$ cat config.mk
export PLATFORM = sky130hd
export DESIGN_NAME = binary_multiplier_4bit
export DESIGN_NICKNAME = d
export VERILOG_FILES = /design/src/rtl/binary_multiplier_4bit.sv
export SDC_FILE = /design/constraint.sdc
export NUM_CORES = 1
export LEC_CHECK = 0
export ABC_CLOCK_PERIOD_IN_PS = 2800
export CAP_MARGIN = 20
export CORE_MARGIN = 5
export CORE_UTILIZATION = 50
export CTS_CLUSTER_SIZE = 24
export DETAILED_ROUTE_END_ITERATION = 12
export GPL_ROUTABILITY_DRIVEN = 0
export GPL_TIMING_DRIVEN = 0
export MAX_ROUTING_LAYER = met4
export PLACE_DENSITY = 0.78
export SLEW_MARGIN = 20
export SYNTH_ARGS = -nofsm -noshare
export SYNTH_HDL_FRONTEND = slang
export SYNTH_SLANG_ARGS = --single-unit
$ cat constraint.sdc
create_clock -name clock -period 2.8 [get_ports clock]
set_input_delay 0.56 -clock clock [delete_from_list [all_inputs] [get_ports clock]]
set_output_delay 0.56 -clock clock [all_outputs]
set_load 0.01 [all_outputs]
$ cat src/rtl/binary_multiplier_4bit.sv
// Sequential shift-and-add unsigned multiplier with a Ready/Start handshake.
// Controller walks S_idle -> (S_add -> S_shift) x WIDTH -> S_idle.
module binary_multiplier_4bit #(
    parameter int WIDTH = 4,
    parameter int CNT_W = 3
) (
    input  logic                 clock,
    input  logic                 reset,
    input  logic                 Start,
    input  logic [WIDTH-1:0]     Multiplicand,
    input  logic [WIDTH-1:0]     Multiplier,
    output logic [2*WIDTH-1:0]   Product,
    output logic                 Ready,
    output logic                 Done
);

    typedef enum logic [1:0] {
        S_idle  = 2'd0,
        S_add   = 2'd1,
        S_shift = 2'd2
    } state_t;

    state_t             state_reg;
    logic [WIDTH-1:0]   a_reg;
    logic [WIDTH-1:0]   q_reg;
    logic [WIDTH-1:0]   b_reg;
    logic               c_reg;
    logic [CNT_W-1:0]   p_reg;
    logic               done_reg;

    logic [WIDTH-1:0]   sum_next;
    logic               carry_next;

    // Ripple-carry adder stage feeding the accumulator: A + B with carry-out.
    always_comb begin : ripple
        logic cy;
        cy       = 1'b0;
        sum_next = '0;
        for (int i = 0; i < WIDTH; i++) begin
            sum_next[i] = a_reg[i] ^ b_reg[i] ^ cy;
            cy          = (a_reg[i] & b_reg[i]) | (cy & (a_reg[i] ^ b_reg[i]));
        end
        carry_next = cy;
    end

    always_ff @(posedge clock) begin
        if (reset) begin
            state_reg <= S_idle;
            a_reg     <= '0;
            q_reg     <= '0;
            b_reg     <= '0;
            c_reg     <= 1'b0;
            p_reg     <= '0;
            done_reg  <= 1'b0;
        end else begin
            done_reg <= 1'b0;
            case (state_reg)
                S_idle: begin
                    if (Start) begin
                        b_reg     <= Multiplicand;
                        q_reg     <= Multiplier;
                        a_reg     <= '0;
                        c_reg     <= 1'b0;
                        p_reg     <= CNT_W'(WIDTH);
                        state_reg <= S_add;
                    end
                end
                S_add: begin
                    if (q_reg[0]) begin
                        {c_reg, a_reg} <= {carry_next, sum_next};
                    end else begin
                        c_reg <= 1'b0;
                    end
                    p_reg     <= p_reg - 1'b1;
                    state_reg <= S_shift;
                end
                S_shift: begin
                    // Carry drops into the top of A, A[0] into the top of Q.
                    {c_reg, a_reg, q_reg} <= {1'b0, c_reg, a_reg, q_reg[WIDTH-1:1]};
                    if (p_reg == '0) begin
                        state_reg <= S_idle;
                        done_reg  <= 1'b1;
                    end else begin
                        state_reg <= S_add;
                    end
                end
                default: state_reg <= S_idle;
            endcase
        end
    end

    assign Product = {a_reg, q_reg};
    assign Ready   = (state_reg == S_idle);
    assign Done    = done_reg;

endmodule

==> flow_summary_export.csv, run 1 <==
group,metric,value,unit
worst_setup_path,critPathTopFamily,"adder cells",
sta,relSlewSlack,69.6,%
detailed_routing,initialDrtViolationCount,4,
hold_path,hp-class,"flip-flop to flip-flop",
detailed_routing,final_antenna_net_count,0,
power,p_clk_share,23.1,%
finish,fin_util,65.8,%
finish,final_cell_mix,"19 x dfxtp_1, 19 x clkdlybuf4s50_1, 14 x inv_1",
logic_synthesis,yosys_warnings,0,
worst_setup_path,crit_required,3.04,ns
finish,drive_gt1_share,5.67,%
cts,cts_made_buffers,3,
grt,met3_usage,5.80,%
power,p_comb_share,26.7,%
sta,finalWorstSetupSlack,0.494,ns
detailed_routing,vias,854,
run,cap_violations,0,
sta,tightestPinTransition,0.456,ns
grt,grt_util_all_layers,16.6,%
finish,regArea,380,µm²
sta,setup_viol,0,
grt,grt_max_degree,11,
floorplan,die-area,3160,µm²
finish,fin_nets,164,
sta,clock_skew,0.00259,ns
cts,insertion_delay,0.30,ns
logic_synthesis,synth_area,1070,µm²
power,switchingPower,0.177,mW
cts,htreeDepth,1,
worst_setup_path,end_kind,"flip-flop",
power,leakage,0.512,nW
place,place_ws,0.485,ns
floorplan,start_util,53.2,%
worst_setup_path,cp_max_fo,4,
run_status,status,"complete, no violations",
worst_setup_path,cp_slowest_cell,"or4_1",
power,power.total,0.602,mW
worst_setup_path,cp.arrival,2.54,ns
grt,grt_pass1_wl,4090,µm
place,dp_hpwl,1710,µm
cts,cts.sinks,19,
finish,area_growth,23.5,%
cts,clkTransAtPathRegs,0.11,ns
grt,met2_usage,24.5,%
cts,post_cts_resized,0,
logic_synthesis,yosysSeqAreaShare,35.7,%
floorplan,die_w,56.2,µm
cts,cts_tree,"yes",
power,vdd_drop_max,0.000457,V
floorplan,core_area,2000,µm²
floorplan,ios,21,
worst_setup_path,setup.worst_path.start_class,"flip-flop",
sta,fmax,434,MHz
logic_synthesis,ys_async_sr_fraction,0,%
worst_setup_path,timing.reg2reg.setup_slack,0.49,ns
logic_synthesis,synth-seq-cells,19,
sta,period_share,82.4,%
cts,post_cts_buffers,0,
cts,ctsHoldBuffers,0,
power,netSwitchingFraction,29.5,%
detailed_routing,via_per_inst,5.08,
detailed_routing,wire_per_inst,13.3,µm
floorplan,die_h,56.2,µm
logic_synthesis,synth_top_flop_cell,"dfxtp_1",
grt,met1_usage,20.7,%
sta,finalHoldViolations,0,
detailed_routing,drt_pass1_iterations,4,
sta,tns,0,ns
logic_synthesis,ys_types,28,
worst_setup_path,crit_type,"flip-flop to flip-flop",
place,portBuffers,19,
floorplan,fp-row-count,16,
finish,final.fill_count,174,
power,power_density,458,nW/µm²
finish,multi_input_area,594,µm²
cts,root_buffer,"clkbuf_4",
logic_synthesis,syn_nets,140,
sta,report.final.slew_viol_count,0,
power,internal_power,0.425,mW
logic_synthesis,synth_edf_count,0,
grt,grt_overflow,0,
cts,clk_path_buf_depth,2,
logic_synthesis,synthCells,118,
logic_synthesis,avgSynthCellArea,9.03,µm²
sta,post-route-min-period,2.31,ns
worst_setup_path,crit_chain,"ha_1, inv_1, fa_1, inv_1, fa_1, inv_1, fa_1, or4_1, a21oi_1",
finish,diodes,0,
grt,busiest_layer,"met2",
worst_setup_path,path_buf_inv,3,
power,p_seq_share,50.2,%
detailed_routing,wl,2240,µm
sta,rsz0062_at_grt,"no",
grt,grt_pass1_vias,894,
detailed_routing,drc,0,
worst_setup_path,slowest_delay,0.51,ns
grt,antenna_found_initial,0,
-- worst register-to-register path: stages (launching register included) --
cell	delay, ns
dfxtp_1	0.41
ha_1	0.17
inv_1	0.05
fa_1	0.36
inv_1	0.07
fa_1	0.15
inv_1	0.05
fa_1	0.33
or4_1	0.51
a21oi_1	0.15
-- power by group through the flow --
stage / combinational (mW) / sequential, mW / clock [mW]
after CTS: 0.161 / 0.302 / 0.145
after floorplan: 0.100 / 0.310 / 0
final: 0.161 / 0.302 / 0.139
after global placement: 0.153 / 0.308 / 0
after detailed placement: 0.160 / 0.309 / 0
after global routing: 0.180 / 0.306 / 0.161
-- metrics by stage --
stage          hold slack (ns)  cells  area (µm²)
2_1_floorplan            0.436    118        1070
3_3_place_gp             0.447    164        1290
3_5_place_dp             0.452    164        1290
4_1_cts                  0.467    168        1320
5_1_grt                  0.509    168        1320
6_report                 0.464    168        1320
-- cell usage after synthesis, types with 2 or more instances --
| master | number | area, µm² |
|---|---|---|
| dfxtp_1 | 19 | 380 |
| inv_1 | 14 | 52.6 |
| nand2_1 | 12 | 45.0 |
| mux2i_1 | 9 | 90.1 |
| ha_1 | 8 | 100 |
| a21oi_1 | 7 | 35.0 |
| nor2_1 | 7 | 26.3 |
| nand3_1 | 5 | 25.0 |
| a211oi_1 | 4 | 30.0 |
| nand2b_1 | 4 | 25.0 |
| clkbuf_1 | 3 | 11.3 |
| fa_1 | 3 | 60.1 |
| nor2b_1 | 3 | 18.8 |
| o21ai_0 | 3 | 15.0 |
| a22o_1 | 2 | 17.5 |
| and2_1 | 2 | 12.5 |
| buf_6 | 2 | 22.5 |
-- layer usage --
metal  wire length, µm  up-vias
li1                  -      438
met1              1010      394
met2              1090       16
met3                99        6
met4                38        0
met5                 0        -
-- cell families (layout without fill, tap and decap cells) --
logic type                 Yosys count  in the layout  synth area share [%]
AOI/OAI and AO/OA                   21             21                  13.4
adders and majority gates           11             11                  15.0
buffers and inverters               20             43                  8.57
DFF                                 19             19                  35.7
muxes                               10             10                  9.51
and+or+nand+nor                     37             37                  17.8
-- worst paths after layout --
check | start | to | depth (start not counted)
setup / recovery | a_reg[0] | c_reg | 9
hold / removal | b_reg[1] | b_reg[1] | 2
setup reg to reg | a_reg[0] | c_reg | 9
hold reg to reg | b_reg[1] | b_reg[1] | 2
-- cell type report --
| cell class | count | area share, % |
|---|---|---|
| clock buffer | 4 | 2.00 |
| buffer | 6 | 2.95 |
| timing repair buffer | 19 | 14.4 |
| inverter | 14 | 3.99 |
| sequential | 19 | 28.9 |
| tap | 27 | 2.57 |
| multi-input combinational | 79 | 45.2 |
(Power assumes the default switching activity.)
==> inputs of run 2 (changes only) <==
--- a/config.mk
+++ b/config.mk
@@ -5,16 +5,16 @@
 export SDC_FILE = /design/constraint.sdc
 export NUM_CORES = 1
 export LEC_CHECK = 0
-export ABC_CLOCK_PERIOD_IN_PS = 2800
+export ABC_CLOCK_PERIOD_IN_PS = 2000
 export CAP_MARGIN = 20
 export CORE_MARGIN = 5
-export CORE_UTILIZATION = 50
+export CORE_UTILIZATION = 45
 export CTS_CLUSTER_SIZE = 24
 export DETAILED_ROUTE_END_ITERATION = 12
 export GPL_ROUTABILITY_DRIVEN = 0
 export GPL_TIMING_DRIVEN = 0
 export MAX_ROUTING_LAYER = met4
-export PLACE_DENSITY = 0.78
+export PLACE_DENSITY = 0.74
 export SLEW_MARGIN = 20
 export SYNTH_ARGS = -nofsm -noshare
 export SYNTH_HDL_FRONTEND = slang
==> constraint.sdc (replaced) <==
create_clock -name clock -period 2 [get_ports clock]
set_input_delay 0.4 -clock clock [delete_from_list [all_inputs] [get_ports clock]]
set_output_delay 0.4 -clock clock [all_outputs]
set_load 0.01 [all_outputs]
==> flow_summary_export.csv, run 2 (synthesis results as in run 1) <==
group,metric,value,unit
run_status,status,"finished with violations",
run_status,violations,"negative setup slack",
place,place_ws,-0.0662,ns
worst_setup_path,timing.rr.start,"b_reg[0]",
detailed_routing,drc,0,
worst_setup_path,crit_end,"c_reg",
sta,relSlewSlack,69.5,%
finish,fin_nets,166,
floorplan,ios,21,
worst_setup_path,cp.arrival,2.29,ns
detailed_routing,wl,2030,µm
detailed_routing,vias,852,
cts,clk_path_buf_depth,2,
worst_setup_path,end_kind,"flip-flop",
place,dp_cells,165,
place,portBuffers,19,
detailed_routing,initialDrtViolationCount,3,
finish,final_cell_mix,"19 x clkdlybuf4s50_1, 16 x dfxtp_1, 12 x nand2_1",
finish,fin_util,60.8,%
cts,cts_tree,"yes",
grt,antenna_found_initial,0,
finish,area_growth,27.5,%
worst_setup_path,cp_max_fo,2,
worst_setup_path,r2r-end,"c_reg",
worst_setup_path,startpoint,"b_reg[0]",
floorplan,die-area,3440,µm²
floorplan,fp-row-count,17,
detailed_routing,drt_pass1_iterations,2,
cts,insertion_delay,0.30,ns
sta,fmax,488,MHz
power,vdd_drop_max,0.000515,V
detailed_routing,wire_per_inst,11.9,µm
cts,clkTransAtPathRegs,0.11,ns
power,power.total,0.840,mW
detailed_routing,via_per_inst,4.98,
hold_path,hp-class,"input port to flip-flop",
cts,root_buffer,"clkbuf_4",
floorplan,core_area,2230,µm²
sta,finalWorstSetupSlack,-0.0476,ns
grt,grt_util_all_layers,14.0,%
worst_setup_path,setup.worst_path.start_class,"flip-flop",
sta,finalHoldViolations,0,
power,leakage,0.519,nW
finish,final.fill_count,203,
sta,period_share,102,%
sta,tightestPinTransition,0.458,ns
grt,grt_pass1_wl,3590,µm
worst_setup_path,crit_required,2.24,ns
sta,whs,0.382,ns
floorplan,die_w,58.7,µm
floorplan,start_util,47.7,%
floorplan,die_h,58.7,µm
cts,cts.sinks,19,
finish,diodes,0,
sta,report.final.slew_viol_count,0,
sta,setup_viol,1,
finish,stdcell_count,171,
worst_setup_path,ff2ff_path_depth,9,
grt,grt_max_degree,11,
grt,grt_pass1_vias,805,
worst_setup_path,timing.reg2reg.setup_slack,-0.05,ns
sta,clock_skew,0.00386,ns
run,cap_violations,0,
power,power_density,618,nW/µm²
place,dp_hpwl,1580,µm
grt,grt_overflow,0,
cts,ctsHoldBuffers,0,
cts,htreeDepth,1,
detailed_routing,final_antenna_net_count,0,
sta,rsz0062_at_grt,"yes",
cts,cts_made_buffers,3,
sta,post-route-min-period,2.05,ns
finish,mostFrequentLayoutCell,"clkdlybuf4s50_1",
finish,drive_gt1_share,14.0,%
worst_setup_path,crit_type,"flip-flop to flip-flop",
==> run 2: cell types whose count changed in the layout (fill, tap and decap cells not counted), sizes merged <==
cell,before,now
buf,3,5
==> run 2: final cells by class <==
type | instances | area (µm²) | share of cell area [%]
multi-input combinational | 79 | 614 | 45.2
sequential | 19 | 387 | 28.5
timing repair buffer | 21 | 205 | 15.1
inverter | 14 | 52.6 | 3.87
buffer | 6 | 38.8 | 2.85
tap | 28 | 35.0 | 2.58
clock buffer | 4 | 26.3 | 1.93
==> run 2: critical path: stages, from the launching register on <==
cell and delay (ns):
dfxtp_2 0.37, ha_4 0.13, inv_2 0.03, fa_2 0.34
inv_2 0.06, fa_2 0.19, inv_2 0.04, fa_2 0.31
or4_1 0.40, a21oi_1 0.13
==> run 2: timing repair <==
action / in CTS / in global routing
buffers inserted: 2 / 0
endpoints found under the setup margin: 2 / 2
pin swaps: 1 / 0
endpoints found under the hold margin: 0 / 0
gates resized for setup: 1 / 0
==> run 2: metal layers <==
metal  track usage, %  vias up  wire length, µm
met1             17.2      394              953
li1                 -      446                -
met3             4.17        2               82
met2             22.6       10              978
met4             2.91        0               17
met5                -        -                0
==> run 2: how the worst min path moves through the flow <==
stage	startpoint	end	slack, ns	depth (start not counted)
after floorplan	b_reg[1]	b_reg[1]	0.44	2
after global placement	b_reg[3]	b_reg[3]	0.44	2
after detailed placement	p_reg[0]	p_reg[0]	0.45	2
after CTS	Start	b_reg[0]	0.38	3
after global routing	Start	b_reg[3]	0.37	3
final	Start	b_reg[1]	0.38	3
==> run 2: power by group <==
| part | switching, mW | internal [mW] |
|---|---|---|
| combinational | 0.108 | 0.113 |
| sequential | 0.0182 | 0.404 |
| clock | 0.119 | 0.0777 |
==> run 2: metrics by stage <==
stage	setup TNS (ns)	cell area, µm²
after floorplan	0	1090
after global placement	-0.0573	1320
after detailed placement	-0.112	1320
after CTS	-0.0624	1360
after global routing	-0.198	1360
final	-0.0476	1360
==> inputs of run 3 (changes only) <==
--- a/config.mk
+++ b/config.mk
@@ -8,13 +8,14 @@
 export ABC_CLOCK_PERIOD_IN_PS = 2000
 export CAP_MARGIN = 20
 export CORE_MARGIN = 5
-export CORE_UTILIZATION = 45
+export CORE_UTILIZATION = 47
+export CTS_BUF_LIST = sky130_fd_sc_hd__clkbuf_4
 export CTS_CLUSTER_SIZE = 24
 export DETAILED_ROUTE_END_ITERATION = 12
 export GPL_ROUTABILITY_DRIVEN = 0
 export GPL_TIMING_DRIVEN = 0
 export MAX_ROUTING_LAYER = met4
-export PLACE_DENSITY = 0.74
+export PLACE_DENSITY = 0.77
 export SLEW_MARGIN = 20
 export SYNTH_ARGS = -nofsm -noshare
 export SYNTH_HDL_FRONTEND = slang
==> flow_summary_export.csv, run 3 (synthesis results as in run 1) <==
group,metric,value,unit
worst_setup_path,crit_type,"flip-flop to flip-flop",
cts,insertion_delay,0.30,ns
floorplan,fp-row-count,17,
hold_path,hp-class,"input port to flip-flop",
cts,cts.sinks,19,
cts,htreeDepth,1,
worst_setup_path,cp.arrival,2.30,ns
finish,final_cell_mix,"18 x clkdlybuf4s50_1, 16 x dfxtp_1, 12 x nand2_1",
grt,grt_overflow,0,
power,power_density,633,nW/µm²
floorplan,die-area,3320,µm²
finish,mostFrequentLayoutCell,"clkdlybuf4s50_1",
power,leakage,0.523,nW
cts,clk_path_buf_depth,2,
worst_setup_path,end_kind,"flip-flop",
cts,ctsHoldBuffers,0,
sta,tightestPinTransition,0.441,ns
floorplan,ios,21,
worst_setup_path,timing.reg2reg.setup_slack,-0.07,ns
worst_setup_path,crit_required,2.23,ns
finish,area_growth,27.6,%
finish,fin_nets,165,
grt,grt_util_all_layers,15.3,%
cts,cts_made_buffers,3,
floorplan,die_w,57.6,µm
run_status,status,"finished with violations",
run,cap_violations,0,
detailed_routing,vias,867,
sta,rsz0062_at_grt,"yes",
grt,grt_pass1_vias,935,
sta,tns,-0.0693,ns
grt,grt_max_degree,11,
finish,fin_util,62.1,%
detailed_routing,wire_per_inst,13.7,µm
cts,clkTransAtPathRegs,0.11,ns
detailed_routing,via_per_inst,5.10,
sta,relSlewSlack,70.6,%
finish,drive_gt1_share,14.8,%
place,portBuffers,19,
power,vdd_drop_max,0.000705,V
grt,met3_usage,4.23,%
sta,period_share,103,%
detailed_routing,drc,0,
detailed_routing,drt_pass1_iterations,4,
place,dp_hpwl,1810,µm
cts,cts_tree,"yes",
worst_setup_path,setup.worst_path.start_class,"flip-flop",
sta,report.final.slew_viol_count,0,
floorplan,core_area,2190,µm²
sta,setup_viol,1,
worst_setup_path,cp_max_fo,2,
grt,grt_pass1_wl,3890,µm
detailed_routing,initialDrtViolationCount,24,
detailed_routing,final_antenna_net_count,0,
sta,finalWorstSetupSlack,-0.0693,ns
floorplan,start_util,48.7,%
detailed_routing,wl,2330,µm
sta,finalHoldViolations,0,
sta,fmax,483,MHz
cts,root_buffer,"clkbuf_4",
sta,post-route-min-period,2.07,ns
sta,clock_skew,0.00385,ns
finish,stdcell_count,170,
grt,met2_usage,28.1,%
grt,antenna_found_initial,0,
floorplan,die_h,57.6,µm
grt,busiest_layer,"met2",
grt,met1_usage,16.4,%
place,dp_cells,165,
finish,diodes,0,
run_status,violations,"negative setup slack",
## run 3: cell count changes in the layout (fill, tap and decap cells not counted)
cell	change
clkbuf_4	+1
buf_4	-1
nor2b_1	-1
dlymetal6s2s_1	+1
clkdlybuf4s50_1	-1
nor2b_2	+1
clkbuf_1	-1
## run 3: stage by stage
stage	setup slack, ns	hold slack (ns)	power (mW)	cell area (µm²)
finish	-0.0693	0.387	0.862	1360
global route	-0.137	0.380	0.906	1360
CTS	-0.0804	0.384	0.866	1360
detailed placement	-0.0724	0.446	0.658	1320
global placement	-0.0305	0.445	0.646	1320
floorplan	0.000180	0.436	0.575	1090
## run 3: path summary, 6_finish.rpt
| check | startpoint | to | depth (start not counted) |
|---|---|---|---|
| worst max-delay path | a_reg[0] | c_reg | 9 |
| worst min-delay path | Start | b_reg[3] | 3 |
| worst max register to register | a_reg[0] | c_reg | 9 |
| worst min register to register | b_reg[3] | b_reg[3] | 2 |
## run 3: timing repair
action / CTS / global route
setup endpoints to repair: 2 / 3
pin swaps: 1 / 2
gates resized for setup: 1 / 2
buffers inserted: 1 / 0
## run 3: critical path, stage by stage, from the launching register on
cell and delay, ns:
dfxtp_4 0.38, ha_4 0.12, inv_2 0.03, fa_2 0.34
inv_2 0.06, fa_2 0.18, inv_2 0.04, fa_2 0.31
or4_1 0.39, a21oi_1 0.15
## run 3: per-layer routing
layer | wire length [µm] | part of all wire, %
met1 | 985 | 42
met2 | 1220 | 53
met5 | 0 | 0
met3 | 97 | 4.2
met4 | 19 | 0.82
## run 3: cell type report
class	count	area, µm²
buffer	6	38.8
clock buffer	4	30.0
fill	197	831
inverter	14	52.6
multi-input combinational	79	617
sequential	19	387
tap	28	35.0
timing repair buffer	20	200
## run 3: power breakdown
part | internal, mW | switching (mW) | total [mW]
logic | 0.112 | 0.114 | 0.226
registers | 0.404 | 0.0201 | 0.424
clock network | 0.0912 | 0.120 | 0.211
